## config.mk

```make
export PLATFORM = sky130hd
export DESIGN_NAME = opsum_writeback
export DESIGN_NICKNAME = d
export VERILOG_FILES = /design/src/rtl/opsum_wb_pkg.sv /design/src/rtl/opsum_rr_arb.sv /design/src/rtl/opsum_writeback.sv
export SDC_FILE = /design/constraint.sdc
export NUM_CORES = 1
export LEC_CHECK = 0
export CAP_MARGIN = 10
export CORE_AREA = 10 10 325 170
export DETAILED_ROUTE_END_ITERATION = 12
export DIE_AREA = 0 0 335 180
export PLACE_DENSITY_LB_ADDON = 0.08
export SYNTH_ARGS = -nofsm -noshare
export SYNTH_HDL_FRONTEND = slang
export SYNTH_HIERARCHICAL = 1
export SYNTH_SLANG_ARGS = --single-unit
```

## constraint.sdc

```tcl
create_clock -name clk -period 5.6 [get_ports clk]
set_input_delay 0.56 -clock clk [delete_from_list [all_inputs] [get_ports clk]]
set_output_delay 0.56 -clock clk [all_outputs]
set_load 0.01 [all_outputs]
```

## src/rtl/opsum_wb_pkg.sv

```systemverilog
// Shared types and constants for the opsum writeback drain engine.
package opsum_wb_pkg;

    typedef enum logic [2:0] {
        IDLE,
        SCAN,
        POP,
        CAPT,
        WRITE,
        DONE
    } state_t;

    localparam logic [3:0] WE_FULL = 4'b1111;
    localparam logic [3:0] WE_LO   = 4'b0011;
    localparam logic [3:0] WE_HI   = 4'b1100;

    localparam int INC32 = 4;
    localparam int INC16 = 2;

    // Negative opsums carry no information downstream, so they are clamped to zero.
    function automatic logic [15:0] relu16(input logic [15:0] v);
        return v[15] ? 16'h0000 : v;
    endfunction

endpackage

```

## src/rtl/opsum_rr_arb.sv

```systemverilog
// Combinational round-robin finder: first set bit of eligible after last_ch, wrapping.
module opsum_rr_arb #(
    parameter int NUM_CH = 8,
    parameter int IDX_W  = 3
) (
    input  logic [NUM_CH-1:0] eligible,
    input  logic [IDX_W-1:0]  last_ch,
    output logic              hit,
    output logic [IDX_W-1:0]  idx
);

    logic [IDX_W-1:0] cand;

    // Walk from the farthest candidate to the nearest so the nearest hit is the one kept.
    always_comb begin
        hit  = 1'b0;
        idx  = '0;
        cand = '0;
        for (int i = NUM_CH; i >= 1; i--) begin
            cand = IDX_W'((int'(last_ch) + i) % NUM_CH);
            if (eligible[cand]) begin
                hit = 1'b1;
                idx = cand;
            end
        end
    end

endmodule

```

## src/rtl/opsum_writeback.sv

```systemverilog
// Drains per-PE opsum FIFOs round-robin into the GLB; 32-bit pairs when full, 16-bit singles on flush.
// Optional OPSUM_WB_RELU_EN: clamp each negative 16-bit half to zero before placement.
module opsum_writeback
    import opsum_wb_pkg::*;
#(
    parameter int NUM_CH = 8,
    parameter int ADDR_W = 32
) (
    input  logic                  clk,
    input  logic                  rst_n,
    input  logic                  start,
    input  logic                  flush,
    input  logic [ADDR_W-1:0]     base_addr,
    input  logic [ADDR_W-1:0]     ch_stride,
    output logic                  busy,
    output logic                  done,
    input  logic [NUM_CH-1:0]     fifo_full,
    input  logic [NUM_CH-1:0]     fifo_empty,
    output logic [NUM_CH-1:0]     fifo_pop_en,
    output logic [NUM_CH-1:0]     fifo_pop_mod,
    input  logic [NUM_CH*32-1:0]  fifo_pop_data,
    output logic                  glb_req,
    input  logic                  glb_gnt,
    output logic [ADDR_W-1:0]     glb_addr,
    output logic [31:0]           glb_wdata,
    output logic [3:0]            glb_we
);

    localparam int IDX_W = (NUM_CH > 1) ? $clog2(NUM_CH) : 1;

    state_t              state_q, state_d;
    logic [IDX_W-1:0]    sel_q, sel_d;
    logic [IDX_W-1:0]    last_ch_q, last_ch_d;
    logic                mode32_q, mode32_d;
    logic [ADDR_W-1:0]   base_q, base_d;
    logic [ADDR_W-1:0]   stride_q, stride_d;
    logic [ADDR_W-1:0]   ch_off_q [NUM_CH];
    logic [ADDR_W-1:0]   ch_off_d [NUM_CH];

    logic                busy_q, busy_d;
    logic                done_q, done_d;
    logic [NUM_CH-1:0]   pop_en_q, pop_en_d;
    logic [NUM_CH-1:0]   pop_mod_q, pop_mod_d;
    logic                req_q, req_d;
    logic [ADDR_W-1:0]   addr_q, addr_d;
    logic [31:0]         wdata_q, wdata_d;
    logic [3:0]          we_q, we_d;

    logic [NUM_CH-1:0]   eligible;
    logic                all_empty;
    logic                arb_hit;
    logic [IDX_W-1:0]    arb_idx;
    logic                hit_mode32;
    logic [31:0]         pop_arr [NUM_CH];
    logic [31:0]         pop_word;
    logic [31:0]         pop_vals;
    logic [ADDR_W-1:0]   sel_off;

    genvar gi;
    generate
        for (gi = 0; gi < NUM_CH; gi++) begin : g_pop_slice
            assign pop_arr[gi] = fifo_pop_data[gi*32 +: 32];
        end
    endgenerate

    assign eligible   = fifo_full | (flush ? ~fifo_empty : '0);
    assign all_empty  = &fifo_empty;
    assign pop_word   = pop_arr[sel_q];
    assign sel_off    = ch_off_q[sel_q];
    // A channel sitting on a half-word boundary takes one 16-bit pop to realign.
    assign hit_mode32 = fifo_full[arb_idx] && !ch_off_q[arb_idx][1];

`ifdef OPSUM_WB_RELU_EN
    assign pop_vals = {relu16(pop_word[31:16]), relu16(pop_word[15:0])};
`else
    assign pop_vals = pop_word;
`endif

    opsum_rr_arb #(
        .NUM_CH (NUM_CH),
        .IDX_W  (IDX_W)
    ) u_arb (
        .eligible (eligible),
        .last_ch  (last_ch_q),
        .hit      (arb_hit),
        .idx      (arb_idx)
    );

    always_comb begin
        state_d   = state_q;
        sel_d     = sel_q;
        last_ch_d = last_ch_q;
        mode32_d  = mode32_q;
        base_d    = base_q;
        stride_d  = stride_q;
        ch_off_d  = ch_off_q;
        done_d    = 1'b0;
        pop_en_d  = '0;
        pop_mod_d = '0;
        req_d     = req_q;
        addr_d    = addr_q;
        wdata_d   = wdata_q;
        we_d      = we_q;

        case (state_q)
            IDLE: begin
                if (start) begin
                    base_d   = base_addr;
                    stride_d = ch_stride;
                    for (int i = 0; i < NUM_CH; i++) begin
                        ch_off_d[i] = '0;
                    end
                    state_d = SCAN;
                end
            end
            SCAN: begin
                if (arb_hit) begin
                    sel_d              = arb_idx;
                    mode32_d           = hit_mode32;
                    pop_en_d[arb_idx]  = 1'b1;
                    pop_mod_d[arb_idx] = hit_mode32;
                    state_d            = POP;
                end else if (flush && all_empty) begin
                    done_d  = 1'b1;
                    state_d = DONE;
                end
            end
            POP: begin
                state_d = CAPT;
            end
            CAPT: begin
                last_ch_d = sel_q;
                addr_d    = base_q + ADDR_W'(sel_q) * stride_q + (sel_off & ~ADDR_W'(3));
                if (mode32_q) begin
                    wdata_d = pop_vals;
                    we_d    = WE_FULL;
                end else if (!sel_off[1]) begin
                    wdata_d = {16'h0000, pop_vals[15:0]};
                    we_d    = WE_LO;
                end else begin
                    wdata_d = {pop_vals[15:0], 16'h0000};
                    we_d    = WE_HI;
                end
                req_d   = 1'b1;
                state_d = WRITE;
            end
            WRITE: begin
                if (glb_gnt) begin
                    req_d           = 1'b0;
                    ch_off_d[sel_q] = sel_off + (mode32_q ? ADDR_W'(INC32) : ADDR_W'(INC16));
                    state_d         = SCAN;
                end
            end
            DONE: begin
                state_d = IDLE;
            end
            default: begin
                state_d = IDLE;
            end
        endcase

        busy_d = (state_d != IDLE);
    end

    always_ff @(posedge clk or negedge rst_n) begin
        if (!rst_n) begin
            state_q   <= IDLE;
            sel_q     <= '0;
            last_ch_q <= IDX_W'(NUM_CH - 1);
            mode32_q  <= 1'b0;
            base_q    <= '0;
            stride_q  <= '0;
            for (int i = 0; i < NUM_CH; i++) begin
                ch_off_q[i] <= '0;
            end
            busy_q    <= 1'b0;
            done_q    <= 1'b0;
            pop_en_q  <= '0;
            pop_mod_q <= '0;
            req_q     <= 1'b0;
            addr_q    <= '0;
            wdata_q   <= '0;
            we_q      <= '0;
        end else begin
            state_q   <= state_d;
            sel_q     <= sel_d;
            last_ch_q <= last_ch_d;
            mode32_q  <= mode32_d;
            base_q    <= base_d;
            stride_q  <= stride_d;
            for (int i = 0; i < NUM_CH; i++) begin
                ch_off_q[i] <= ch_off_d[i];
            end
            busy_q    <= busy_d;
            done_q    <= done_d;
            pop_en_q  <= pop_en_d;
            pop_mod_q <= pop_mod_d;
            req_q     <= req_d;
            addr_q    <= addr_d;
            wdata_q   <= wdata_d;
            we_q      <= we_d;
        end
    end

    assign busy         = busy_q;
    assign done         = done_q;
    assign fifo_pop_en  = pop_en_q;
    assign fifo_pop_mod = pop_mod_q;
    assign glb_req      = req_q;
    assign glb_addr     = addr_q;
    assign glb_wdata    = wdata_q;
    assign glb_we       = we_q;

endmodule

```

Yosys cells after proc, flatten, opt, wreduce, memory -nomap -nowiden
Cells that the tools add are included.
{"block": "word_totals", "regBits": 417, "word_cells": 143}
{"block": "op_classes", "eq_ne": 6, "order_cmp": 13, "bitwise": 5, "add_sub_neg": 11, "multipliers": 1, "n_reduce_logical": 14, "muxes": 71}
{"cell": "256-bit 2-to-1 mux", "n": 2}
{"cell": "256-bit case mux with 2 select lines", "n": 1}
{"cell": "32-bit binary-select mux with 3-bit select", "n": 3}
{"cell": "256-bit bitwise mux", "n": 1}
{"cell": "32-bit 2-to-1 mux", "n": 7}
{"cell": "32-bit demux with 3-bit select", "n": 1}
{"cell": "32-bit adder", "n": 2}
{"cell": "8-bit 2-to-1 mux", "n": 5}
{"cell": "3-bit 2-to-1 mux", "n": 13}
{"cell": "3-bit by 4-bit less-than comparator with 1-bit output (second input constant)", "n": 9}
{"cell": "32-bit by 3-bit adder with 32-bit output", "n": 1}
{"cell": "3-bit by 32-bit multiplier with 32-bit output", "n": 1}
{"cell": "1-bit binary-select mux with 3-bit select", "n": 9}
{"cell": "1-bit 2-to-1 mux", "n": 22}
{"cell": "3-bit case mux with 5 select lines", "n": 1}
{"cell": "3-bit adder (second input constant)", "n": 4}
{"cell": "8-bit bitwise AND", "n": 1}
{"cell": "4-bit greater-or-equal comparator (second input constant)", "n": 2}
{"cell": "4-bit 2-to-1 mux", "n": 2}
{"cell": "3-bit NOT with 4-bit output", "n": 2}
{"cell": "8-bit NOT", "n": 1}
{"cell": "8-bit OR", "n": 1}
{"cell": "8-bit AND reduction", "n": 1}
{"cell": "3-bit by 1-bit adder with 3-bit output (second input constant)", "n": 2}
{"cell": "other kinds (17)", "n": 27}

Depth between registers and ports, before layout
{"block": "depth", "word_depth": 22, "ltp_mapped": 27}

Cells and area by module
Netlist, hierarchy kept.
{"mod": "opsum_writeback", "area_each_um2": 23478.8, "cells_per_inst": 2223, "n_inst": 1, "seq_area_each_um2": 10188.5}
{"mod": "opsum_rr_arb", "area_each_um2": 674.4, "cells_per_inst": 77, "n_inst": 1, "seq_area_each_um2": 0.0}

Worst setup path before layout
Ideal clock, no wire load.
{"block": "synth_path", "path_type": "register -> register", "startpoint": "reg sel_q[1]", "endpoint": "reg addr_q[31] (netlist: glb_addr[31])", "t_arrival_ns": 6.070, "t_required_ns": 5.505, "path_slack_ns": -0.565, "path_stages_with_launch": 25, "synth_period_minus_slack_ns": 6.165, "path_cell_list": "dfrtp_1 buf_4 buf_6 buf_6 buf_6 buf_4 buf_2 buf_1 clkbuf_1 clkbuf_1 and2_1 fa_1 fa_1 inv_1 fa_1 inv_1 ha_1 o21ai_0 o21ai_0 a31oi_1 o41ai_1 a31oi_1 o21a_1 o21a_1 o31ai_1"}
{"block": "synth_between", "elab_chain_len": 5, "word_cells_on_any_way": 7, "classes_between": "add/sub (2); mul (1); mux (3); bitwise (1)"}
{"element": "from (decl)", "line_no": "opsum_writeback.sv:32", "source": "logic [IDX_W-1:0] sel_q, sel_d;"}
{"element": "from (signal assigned)", "line_no": "opsum_writeback.sv:186", "source": "sel_q <= sel_d;"}
{"element": "parallel branches: the longest is 4 deep, another holds 3-bit by 32-bit multiplier with 32-bit output"}
{"element": "32-bit adder (*)", "line_no": "opsum_writeback.sv:133", "source": "addr_d = base_q + ADDR_W'(sel_q) * stride_q + (sel_off & ~ADDR_W'(3));"}
{"element": "to (signal assigned)", "line_no": "opsum_writeback.sv:199", "source": "addr_q <= addr_d;"}
{"element": "to (decl)", "line_no": "opsum_writeback.sv:45", "source": "logic [ADDR_W-1:0] addr_q, addr_d;"}
Every way passes the cells marked *. The select of a mux whose other input is x is not followed.
A chain may end at the register's enable or synchronous reset.

Final worst setup path
{"block": "layout_path", "startpoint": "reg sel_q[2]", "endpoint": "reg addr_q[28] (netlist: glb_addr[28])"}
Same word-level chain as after synthesis.

==> results.ini <==
[yosys]
syn_area_per_cell_sq_um = 10.5
yosysUniqueCellTypes = 85
synth-edff-count = 0
synthArstFlopShare_pct = 100
syn_inst = 2300
synth.cell_area_sq_um = 24200
synth-seq-cells = 407
yosysSeqAreaShare_pct = 42.2
ys.flop_type = dfrtp_1
yosys_warnings = 6
syn_nets = 2769

[clock_tree]
worstSkewPairLatency_ns = 0.57
ctsHoldBuffers = 0
numCtsBuffers = 39
clkTransAtPathRegs_ns = 0.06
cts_resized = 0
cts_buffer_depth = 3
cts_max_level = 2
cts_setup_buffers = 0
clockRootBuffer = clkbuf_16
cts_tree = yes
cts.sinks = 407

[power]
seq_power_share_pct = 19.8
p_sw_share_pct = 50.6
clkPwrFrac_pct = 12.7
finalPower_mw = 21.6
ir_worst_vdd_mv = 0.636
p_sw_mw = 10.9
combinationalPowerShare_pct = 67.4
p_int_mw = 10.7
cellLeakagePower_nw = 13.4
powerDensity_nw_per_um2 = 705

[setup_path]
crit_path_start_kind = flip-flop
cpMaxStageDelayCell = dfrtp_4
path_cells = and2b_1 -> a22oi_1 -> o221ai_1 -> inv_1 -> fa_1 -> inv_1 -> ha_1 -> o211ai_1 -> o21ai_1 -> o211ai_1 -> a31oi_1 -> o21ai_2 -> a211o_1 -> a2111oi_0 -> a211o_1
crit_type = flip-flop to flip-flop
cp.arrival_ns = 5.88
crit_required_ns = 6.10
reg2regPathDepth = 15
worstPathMaxFanout = 53
worstSetupEndpointType = flip-flop
slowest_delay_ns = 0.88

[global_routing]
grt_pass1_wl_microns = 146000
antenna_found_initial = 6
grt_overflow = 0
top_usage_layer = met2
grt.total_usage_pct = 31.6
grt_pass1_vias = 21400
grt_max_degree = 149
met2_usage_pct = 46.0
use_met1_pct = 45.5
grt_use_met3_pct = 9.71

[route]
initialDrtViolationCount = 2604
wl_per_cell_microns = 29.2
num_vias = 21400
routed_wl_microns = 98600
vias_per_cell = 6.33
drc = 0
postRouteAntennaNets = 0
dr.pass1.iters = 8

[floorplanning]
num_rows = 58
die_area_sq_um = 60300
io_pins = 428
start_util_pct = 48.7
die_h_microns = 180
core-area_sq_um = 49600
fp.dieW_microns = 335

[sta]
rsz0062_at_grt = no
whs_ns = 0.0169
finalSetupViolations = 0
slew_viol_final = 0
slew_headroom_pct = 16.1
setup_slack_ns = 0.219
timing.fmax_mhz = 186
timing.setup.tns_ns = 0
clock_skew_ns = 0.0292
min_period_ns = 5.38
hold_viol_final = 0
tightest_slew_ns = 1.26
post-route-period-util_pct = 96.1

[layout]
stdcell_count = 3378
regArea_sq_um = 10200
layout.nets = 3155
syn_to_final_growth_pct = 26.7
post_route_cells_drive_above_1_share_pct = 12.2
nFillCells = 4111
multi_input_area_sq_um = 12800
utilization_pct = 61.6
finalInstanceArea_sq_um = 30600

[status]
status = complete, no violations

[placed_design]
preCtsSetupSlack_ns = 0.472
place_congestion = 0.960
portBuffers = 427
placed_area_sq_um = 29300
dp_hpwl_microns = 73200
dp_cells = 3305

[flow_run]
cap_viol_max_count = 0

[worst_hold_path]
hp-class = primary input to async pin

## synthesized netlist by cell type (30+ instances only)
cell type	number	area, sq um
a21oi_1	67	335
a221oi_1	42	368
a22o_1	170	1490
a22oi_1	81	608
and2_1	97	607
clkbuf_1	118	443
dfrtp_1	404	10100
fa_1	89	1780
ha_1	39	488
inv_1	145	544
mux2_2	114	1280
mux2i_1	35	350
mux4_2	30	676
nand2_1	240	901
nor2_1	64	240
o21ai_0	183	916
xnor2_1	37	324
## metal layers
layer  part of all wire [%]  vias up  wire [microns]
met1                     43    10900           42800
met3                     12      130           11500
met5                      0        -               0
met2                     43     1259           42100
li1                       -     9079               -
met4                    2.2        0            2140
## cells in the final DEF, fill, tap and decap left out, types with 13 or more instances in the layout
cell             Yosys  final
clkdlybuf4s50_1      0    426
clkbuf_16            0     39
mux4_2              30     30
ha_1                39     39
dfrtp_1            404    401
a22o_1             170    170
a21o_1              23     23
and2_1              97     97
nand3_1             22     22
mux2i_1             35     35
nand2_1            240    239
nand2b_1            13     13
nor3_1              17     13
a31oi_1             21     20
nor2_1              64     61
a221o_1             18     18
xor2_1              21     21
fa_1                89     89
a22oi_1             81     81
a21oi_1             67     59
mux2_2             114    114
buf_4               10     77
o21ai_0            183    180
inv_1              145    144
a221oi_1            42     42
xnor2_1             37     37
## critical path: cells and delay by family, from the launching register on
family	cells	cell delay, ns
compound gates	10	2.67
fa+ha+maj	2	0.90
flops	1	0.88
simple gates	1	0.59
buf+inv	2	0.20
## state kept, by name (all words and copies together) (netlist names)
register	flops
ch_off_q	248
base_q	32
glb_addr	32
glb_wdata	32
stride_q	32
fifo_pop_en	8
fifo_pop_mod	8
last_ch_q	3
sel_q	3
state_q	3
glb_we	2
busy	1
done	1
glb_req	1
mode32_q	1
## cell families after synthesis
kind of cell	after synthesis	share of synthesized area (%)
AND/OR/NAND/NOR	523	10.8
buffers and inverters	309	5.35
multiplexers	180	9.62
flip-flops	407	42.2
adder cells (fa/ha/maj)	128	9.40
XOR/XNOR	60	2.24
AO/OA/AOI/OAI	693	20.5
## power groups by stage
stage	Combinational (mW)	Clock, mW	Sequential [mW]
2_1_floorplan	9.34	0	4.02
3_3_place_gp	13.8	0	4.30
3_5_place_dp	14.1	0	4.32
4_1_cts	14.2	2.77	4.27
5_1_grt	15.7	2.89	4.35
6_report	14.5	2.75	4.28
## final timing paths
check / from / to / slack (ns)
setup / recovery: sel_q[2]$_DFFE_PN0P_ / glb_addr[28]$_DFFE_PN0P_ / 0.22
hold / removal: rst_n / glb_addr[25]$_DFFE_PN0P_ / 0.02
setup reg to reg: sel_q[2]$_DFFE_PN0P_ / glb_addr[28]$_DFFE_PN0P_ / 0.22
hold reg to reg: glb_wdata[5]$_DFFE_PN0P_ / glb_wdata[5]$_DFFE_PN0P_ / 0.48
max in group asynchronous: rst_n / ch_off_q[178]$_DFFE_PN0P_ / 4.26
min in group clk: glb_wdata[5]$_DFFE_PN0P_ / glb_wdata[5]$_DFFE_PN0P_ / 0.48
## cell type report
type	instances	share of cell area [%]
Timing Repair Buffer	508	16.1
Clock inverter	12	0.532
Antenna cell	6	0.0491
Inverter	146	1.79
Multi-Input combinational cell	1584	41.8
Sequential cell	407	33.3
Clock buffer	55	3.68
Tap cell	660	2.70
(Power assumes the default switching activity.)
